### src/rtl/fetch_queue.sv
// Purpose : IF-stage PC sequencer plus in-order instruction buffer between I_cache and ID.
// Latency : a cache hit appears at the dequeue head one cycle later (no empty bypass).
// Backpr. : fetch stops while full (no full bypass); a redirect flushes and suppresses dequeue.
//
// Ports
//   clk          clock, all state on posedge
//   start        synchronous active-high reset (wins over redirect)
//   redirect     mispredict/jump correction: flush queue, reload fetch PC
//   redirect_pc  corrected fetch address, low two bits forced to zero
//   pred_taken   predictor taken bit for the current fetch_pc
//   pred_target  predicted target for the current fetch_pc
//   fetch_pc     PC presented to I_cache
//   cache_read   read request to I_cache
//   cache_hit    I_cache hit for fetch_pc, same cycle
//   cache_instr  I_cache instruction for fetch_pc
//   deq_ready    ID accepts the head entry this cycle
//   deq_valid    head entry valid
//   deq_instr    head instruction, NOP (32'h00000013) when empty
//   deq_pc       head PC, 0 when empty
//   deq_pred     head prediction bit, 0 when empty
//   count        occupied entries, 0..DEPTH
module fetch_queue #(
   parameter int          DEPTH    = 4,
   parameter int          PTR_W    = 2,
   parameter logic [31:0] RESET_PC = 32'h0
) (
   input  logic             clk,
   input  logic             start,
   input  logic             redirect,
   input  logic [31:0]      redirect_pc,
   input  logic             pred_taken,
   input  logic [31:0]      pred_target,
   output logic [31:0]      fetch_pc,
   output logic             cache_read,
   input  logic             cache_hit,
   input  logic [31:0]      cache_instr,
   input  logic             deq_ready,
   output logic             deq_valid,
   output logic [31:0]      deq_instr,
   output logic [31:0]      deq_pc,
   output logic             deq_pred,
   output logic [PTR_W:0]   count
);

   localparam logic [31:0]    NOP_INSTR = 32'h0000_0013;
   localparam logic [PTR_W:0] FULL_CNT  = (PTR_W+1)'(DEPTH);
   localparam logic [PTR_W:0] CNT_ONE   = (PTR_W+1)'(1);
   localparam logic [PTR_W-1:0] PTR_ONE = PTR_W'(1);

   // Entry storage. Contents need no reset: only slots below count are ever observed.
   logic [31:0] instr_q [DEPTH];
   logic [31:0] pc_q    [DEPTH];
   logic        pred_q  [DEPTH];

   logic [31:0]      fetch_pc_q, fetch_pc_d;
   logic [PTR_W:0]   count_q, count_d;
   logic [PTR_W-1:0] rd_ptr_q, rd_ptr_d;
   logic [PTR_W-1:0] wr_ptr_q, wr_ptr_d;

   logic empty;
   logic full;
   logic enq;
   logic deq;

   assign empty = (count_q == '0);
   assign full  = (count_q == FULL_CNT);

   // Fetch is gated by the registered occupancy only, so a dequeue in the
   // same cycle as full does not open a slot until the following cycle.
   assign cache_read = !start && !redirect && !full;
   assign enq        = cache_read && cache_hit;

   assign deq_valid  = !start && !redirect && !empty;
   assign deq        = deq_valid && deq_ready;

   assign fetch_pc   = fetch_pc_q;
   assign count      = count_q;

   // Head view straight from the read slot; idle values when nothing is queued.
   always_comb begin
      deq_instr = NOP_INSTR;
      deq_pc    = 32'h0;
      deq_pred  = 1'b0;
      if (!empty) begin
         deq_instr = instr_q[rd_ptr_q];
         deq_pc    = pc_q[rd_ptr_q];
         deq_pred  = pred_q[rd_ptr_q];
      end
   end

   // Next-state for the sequencer and queue bookkeeping.
   always_comb begin
      fetch_pc_d = fetch_pc_q;
      count_d    = count_q;
      rd_ptr_d   = rd_ptr_q;
      wr_ptr_d   = wr_ptr_q;

      if (redirect) begin
         // Any hit this cycle is dropped and nothing dequeues; restart clean.
         fetch_pc_d = {redirect_pc[31:2], 2'b00};
         count_d    = '0;
         rd_ptr_d   = '0;
         wr_ptr_d   = '0;
      end else begin
         // A miss leaves fetch_pc parked until the refill produces a hit.
         if (enq) begin
            fetch_pc_d = pred_taken ? pred_target : (fetch_pc_q + 32'd4);
            wr_ptr_d   = wr_ptr_q + PTR_ONE;
         end
         if (deq) begin
            rd_ptr_d = rd_ptr_q + PTR_ONE;
         end
         case ({enq, deq})
            2'b10:   count_d = count_q + CNT_ONE;
            2'b01:   count_d = count_q - CNT_ONE;
            default: count_d = count_q;
         endcase
      end
   end

   always_ff @(posedge clk) begin
      if (start) begin
         fetch_pc_q <= RESET_PC;
         count_q    <= '0;
         rd_ptr_q   <= '0;
         wr_ptr_q   <= '0;
      end else begin
         fetch_pc_q <= fetch_pc_d;
         count_q    <= count_d;
         rd_ptr_q   <= rd_ptr_d;
         wr_ptr_q   <= wr_ptr_d;
      end
   end

   // enq already excludes reset and redirect cycles.
   always_ff @(posedge clk) begin
      if (enq) begin
         instr_q[wr_ptr_q] <= cache_instr;
         pc_q[wr_ptr_q]    <= fetch_pc_q;
         pred_q[wr_ptr_q]  <= pred_taken;
      end
   end

endmodule

### config.mk
export PLATFORM = sky130hd
export DESIGN_NAME = fetch_queue
export DESIGN_NICKNAME = d
export VERILOG_FILES = /design/src/rtl/fetch_queue.sv
export SDC_FILE = /design/constraint.sdc
export NUM_CORES = 1
export LEC_CHECK = 0
export CAP_MARGIN = 15
export CORE_MARGIN = 2
export CORE_UTILIZATION = 30
export CTS_CLUSTER_DIAMETER = 200
export CTS_CLUSTER_SIZE = 28
export DETAILED_ROUTE_END_ITERATION = 6
export PLACE_DENSITY = 0.5
export SETUP_SLACK_MARGIN = 0.1
export SLEW_MARGIN = 20
export SYNTH_ARGS = -nofsm -noshare
export SYNTH_HDL_FRONTEND = slang
export SYNTH_SLANG_ARGS = --single-unit
### constraint.sdc
create_clock -name clk -period 3.1 [get_ports clk]
set_input_delay 0.62 -clock clk [delete_from_list [all_inputs] [get_ports clk]]
set_output_delay 0.62 -clock clk [all_outputs]
set_load 0.005 [all_outputs]
=== Word level (Yosys, flattened, before mapping) ===
Memory sizes are Yosys's and may differ from the RTL's. A register that Yosys moved wholly into a read port is not among the register bits.
Index checks and enable logic that the tools add are counted.

* Flip-flop bits (word level): 39
* RAM bits: 260
* Input port bits: 102
* Logic and storage cells: 44
* Memories: 3

{| class="wikitable"
|+ Memory list
! memory !! words !! bits a word !! read ports !! clocked after Yosys merged registers in !! wr ports !! RTL line !! RTL
|-
| instr_q || 4 || 32 || 1 || 1 || 1 || 51 || <nowiki>logic [31:0] instr_q [DEPTH];</nowiki>
|-
| pc_q || 4 || 32 || 1 || 1 || 1 || 52 || <nowiki>logic [31:0] pc_q [DEPTH];</nowiki>
|-
| pred_q || 4 || 1 || 1 || 1 || 1 || 53 || <nowiki>logic pred_q [DEPTH];</nowiki>
|}

* Add/subtract/negate cells: 5
* Eq/ne operators: 3
* Multiplexer cells: 15
* Reductions and logical operators: 13

{| class="wikitable"
|+ Operators by type and width
! kind !! count
|-
| $mux 32 || 5
|-
| $add 32x3->32 const B || 1
|-
| $mux 2 || 6
|-
| $pmux 3 s2 || 1
|-
| $logic_and 1x1->1 || 5
|-
| $add 2x1->2 const B || 2
|-
| $logic_not 1->1 || 4
|-
| $reduce_bool 2->1 || 2
|-
| $add 3x1->3 const B || 1
|-
| $eq 3x3->1 const B || 1
|-
| $logic_not 3->1 || 1
|-
| $mux 1 || 3
|-
| $sub 3x1->3 const B || 1
|-
| $eq 2x1->1 const B || 1
|-
| $eq 2x2->1 const B || 1
|-
| $reduce_or 2->1 || 1
|}

=== Logic depth before layout (Yosys ltp) ===
* Depth in word-level cells: 6
* Gate-level depth with buffers: 12

=== Worst setup path after synthesis ===
OpenSTA, ideal clock, no wires.

* Path type: input-to-reg
* Start: input port start
* End: memory instr_q[0][0], enable pin
* Library setup time: 430 ps
* Arrival time: 2671 ps
* Data required time: 2670 ps
* Slack: -2 ps
* Stages on the path: 2
* Buffers on the path: 0
* Path through: nor3b_1 > and3_1

* Word-level cells in the longest chain between the ends: 6

{| class="wikitable"
|+ Ends and longest elaborated chain
! element !! RTL line !! RTL
|-
| from (decl) || 28 || <nowiki>input logic start,</nowiki>
|-
| $logic_not 1->1 || 70 || <nowiki>assign cache_read = !start && !redirect && !full;</nowiki>
|-
| $logic_and 1x1->1 (2 in a row) || 70 ||
|-
| $logic_and 1x1->1 || 71 || <nowiki>assign enq = cache_read && cache_hit;</nowiki>
|-
| $mux 1 || 137 || <nowiki>if (enq) begin</nowiki>
|-
| $mux 1 (not written as such) || 138 || <nowiki>instr_q[wr_ptr_q] <= cache_instr;</nowiki>
|-
| to (decl) || 51 ||
|}

Every way passes these cells.

==> impl_metrics.ini <==
[job]
drv_cap = 0

[synth]
synthXorXnorAreaFrac = 0.0140
ys_seq_area_frac = 0.690
synthCells = 756
synth-adder-area-share = 0.00761
ys_top_cells_by_area = edfxtp_1, mux4_2, dfxtp_1, and2_1, xor2_1
yosysMostFrequentCell = edfxtp_1
synth_flop_cell = edfxtp_1
yosysTopAreaCell = edfxtp_1
yosysTopAreaCellShare = 0.625
ys_ff_latch = 301
synth_compound_area_frac = 0.0492
synth.net_count = 865
synthSimpleGateAreaFrac = 0.0942
synth_edf_count = 260
synth_top_family_by_area = multiplexers
post_synth.cell_area_avg_sq_um = 16.5
synthTopCellsByCount = edfxtp_1, mux4_2, and2_1, dfxtp_1, nor2_1
synth_mux_area_frac = 0.125
ys_warn_count = 0
synthArstFlopShare = 0
ys_types = 65
syn-cell-area_sq_um = 12500

[detailed_routing]
wl_per_cell_um = 21.6
drt-initial-drc-count = 470
drt.antenna.violating_nets = 0
drt-pass1-iter-count = 4
num_vias = 7621
vias_per_cell = 4.88
drcViolationCount = 0
drt-total-wl_um = 33700

[placed_design]
portBuffers = 201
hpwl_um = 22000
place_congestion = 0.801
dp.cells = 1497

[pwr]
ir_drop_mv = 0.255
p_per_area_nw_per_um2 = 436
pwr-share-comb = 0.080
internal-power_uw = 5690
net-switching-power_uw = 1550
switching_share = 0.214
p_clk_frac = 0.293
cellLeakagePower_uw = 0.00616
total_power_uw = 7230
seqPwrFrac = 0.627

[die]
io_pins = 204
initial_core_util = 0.305
die_y_um = 208
die-area_sq_um = 43300
core_sq_um = 41000
die_w_um = 208
rows = 74

[sta]
setup_viol = 0
clock.fmax_ghz = 0.340
hold_violations = 0
worst_clock_skew_ps = 19.6
final.setup.tns_ps = 0
rsz0062_at_grt = yes
fin_crit_ps = 2940
worst_pin_slew_ps = 575
slew_headroom = 0.614
finalCritPeriodShare = 0.949
drv_slew = 0

[setup_path]
crit_chain = buf_12 > mux4_2 > and2_1 > clkdlybuf4s50_1
max_stage_delay_ps = 500
cp_slowest_cell = mux4_2
start_kind = register
cp-end-kind = output port
crit_type = register to output port
arrival_ps = 2320
critPathRequiredTime_ps = 2480
crit_fanout = 8

[clock_tree]
cts_sinks = 301
htreeDepth = 1
clk_pin_slew_ps = 110
numCtsBuffers = 14
clockBufferDepth = 3
clock_latency_ps = 510
tritoncts = done
cts_root_buf = clkbuf_16
ctsHoldBuffers = 0

[cells_and_area]
utilization = 0.405
area_delta_synth_final_pct = 32.8
multi_input_area_sq_um = 3680
nets = 1131
seq_area_sq_um = 8640
fill_cells = 3821
final_cells = 1561
drive_gt1_frac = 0.212

[global_route]
use_met2 = 0.246
grt-busiest-layer = met2
met3_usage = 0.0269
met1_usage = 0.214
grt_max_degree = 49
antenna_found_initial = 2
grt_pass1_wl_um = 49800
grtUsageTotal = 0.151
grt_pass1_vias = 7829
overflow = 0

[outcome]
outcome = finished, final reports clean

[worst_hold_path]
hold_path.class = register to register
## sequential cells by signal (all words and copies together) (netlist names), named ones only
signal / count
instr_q: 128
pc_q: 128
fetch_pc: 30
pred_q: 4
count: 3
rd_ptr_q: 2
wr_ptr_q: 2
## critical path, delay by kind of cell (launching register included)
family                 cells  cell delay, ps
multiplexers               1             500
buffers and inverters      2             620
AND/OR/NAND/NOR            1             200
flip-flops                 1             480
## worst paths after layout
kind / startpoint / endpoint / slack (ps) / cells after the start
setup / recovery: register / deq_pc[2] / 160 / 4
hold / removal: wr_ptr_q[1] / wr_ptr_q[1] / 510 / 2
setup reg to reg: count[1] / count[2] / 690 / 10
hold reg to reg: wr_ptr_q[1] / wr_ptr_q[1] / 510 / 2
## layout make-up
cell class | instances | area share
Antenna cell | 3 | 0.000452
Clock buffer | 19 | 0.0235
Timing Repair Buffer | 295 | 0.191
Tap cell | 532 | 0.0401
Sequential cell | 301 | 0.520
Multi-Input combinational cell | 398 | 0.222
Inverter | 12 | 0.00271
Clock inverter | 1 | 0.000528
## per-layer routing
layer	vias to the layer above	routed length (um)
met1	3862	15600
met4	0	569
met3	28	1700
li1	3495	-
met2	236	15900
met5	-	0
## what timing repair did
action | 4_1_cts | 5_1_grt
endpoints found under the setup margin | 57 | 64
hold endpoints to repair | 0 | 0
resized for setup | 2 | 92
buffers inserted | 7 | 31
cloned | 0 | 3
## cells in the final DEF, fill, tap and decap left out, drive strengths merged, types with 14 or more instances in the layout
master,instances
and2,64
nand3,21
o21ai,17
xor2,14
nor2,31
dlymetal6s2s,47
nand2,28
clkdlybuf4s50,143
clkbuf,30
dfxtp,41
mux4,65
buf,94
edfxtp,260
a21oi,16
## stage by stage
stage | hold WS (ps) | setup slack (ps) | area (sq um)
5_1_grt | 541 | 55.8 | 16600
3_3_place_gp | 489 | 136 | 15600
6_report | 514 | 158 | 16600
4_1_cts | 515 | 19.4 | 16100
2_1_floorplan | 469 | 500 | 12500
3_5_place_dp | 499 | 154 | 15600
## cells by family after synthesis
family | after synthesis
AO/OA/AOI/OAI | 92
AND/OR/NAND/NOR | 204
adder cells (fa/ha/maj) | 7
multiplexers | 75
buffers and inverters | 57
XOR/XNOR | 20
flip-flops | 301
## power groups by stage
stage          clock, uW  combinational [uW]  sequential, uW
2_1_floorplan          0                 195            4630
3_3_place_gp           0                 573            4630
3_5_place_dp           0                 575            4630
4_1_cts             2250                 581            4540
5_1_grt             2350                 625            4550
6_report            2120                 577            4530
(Power assumes the default switching activity.)
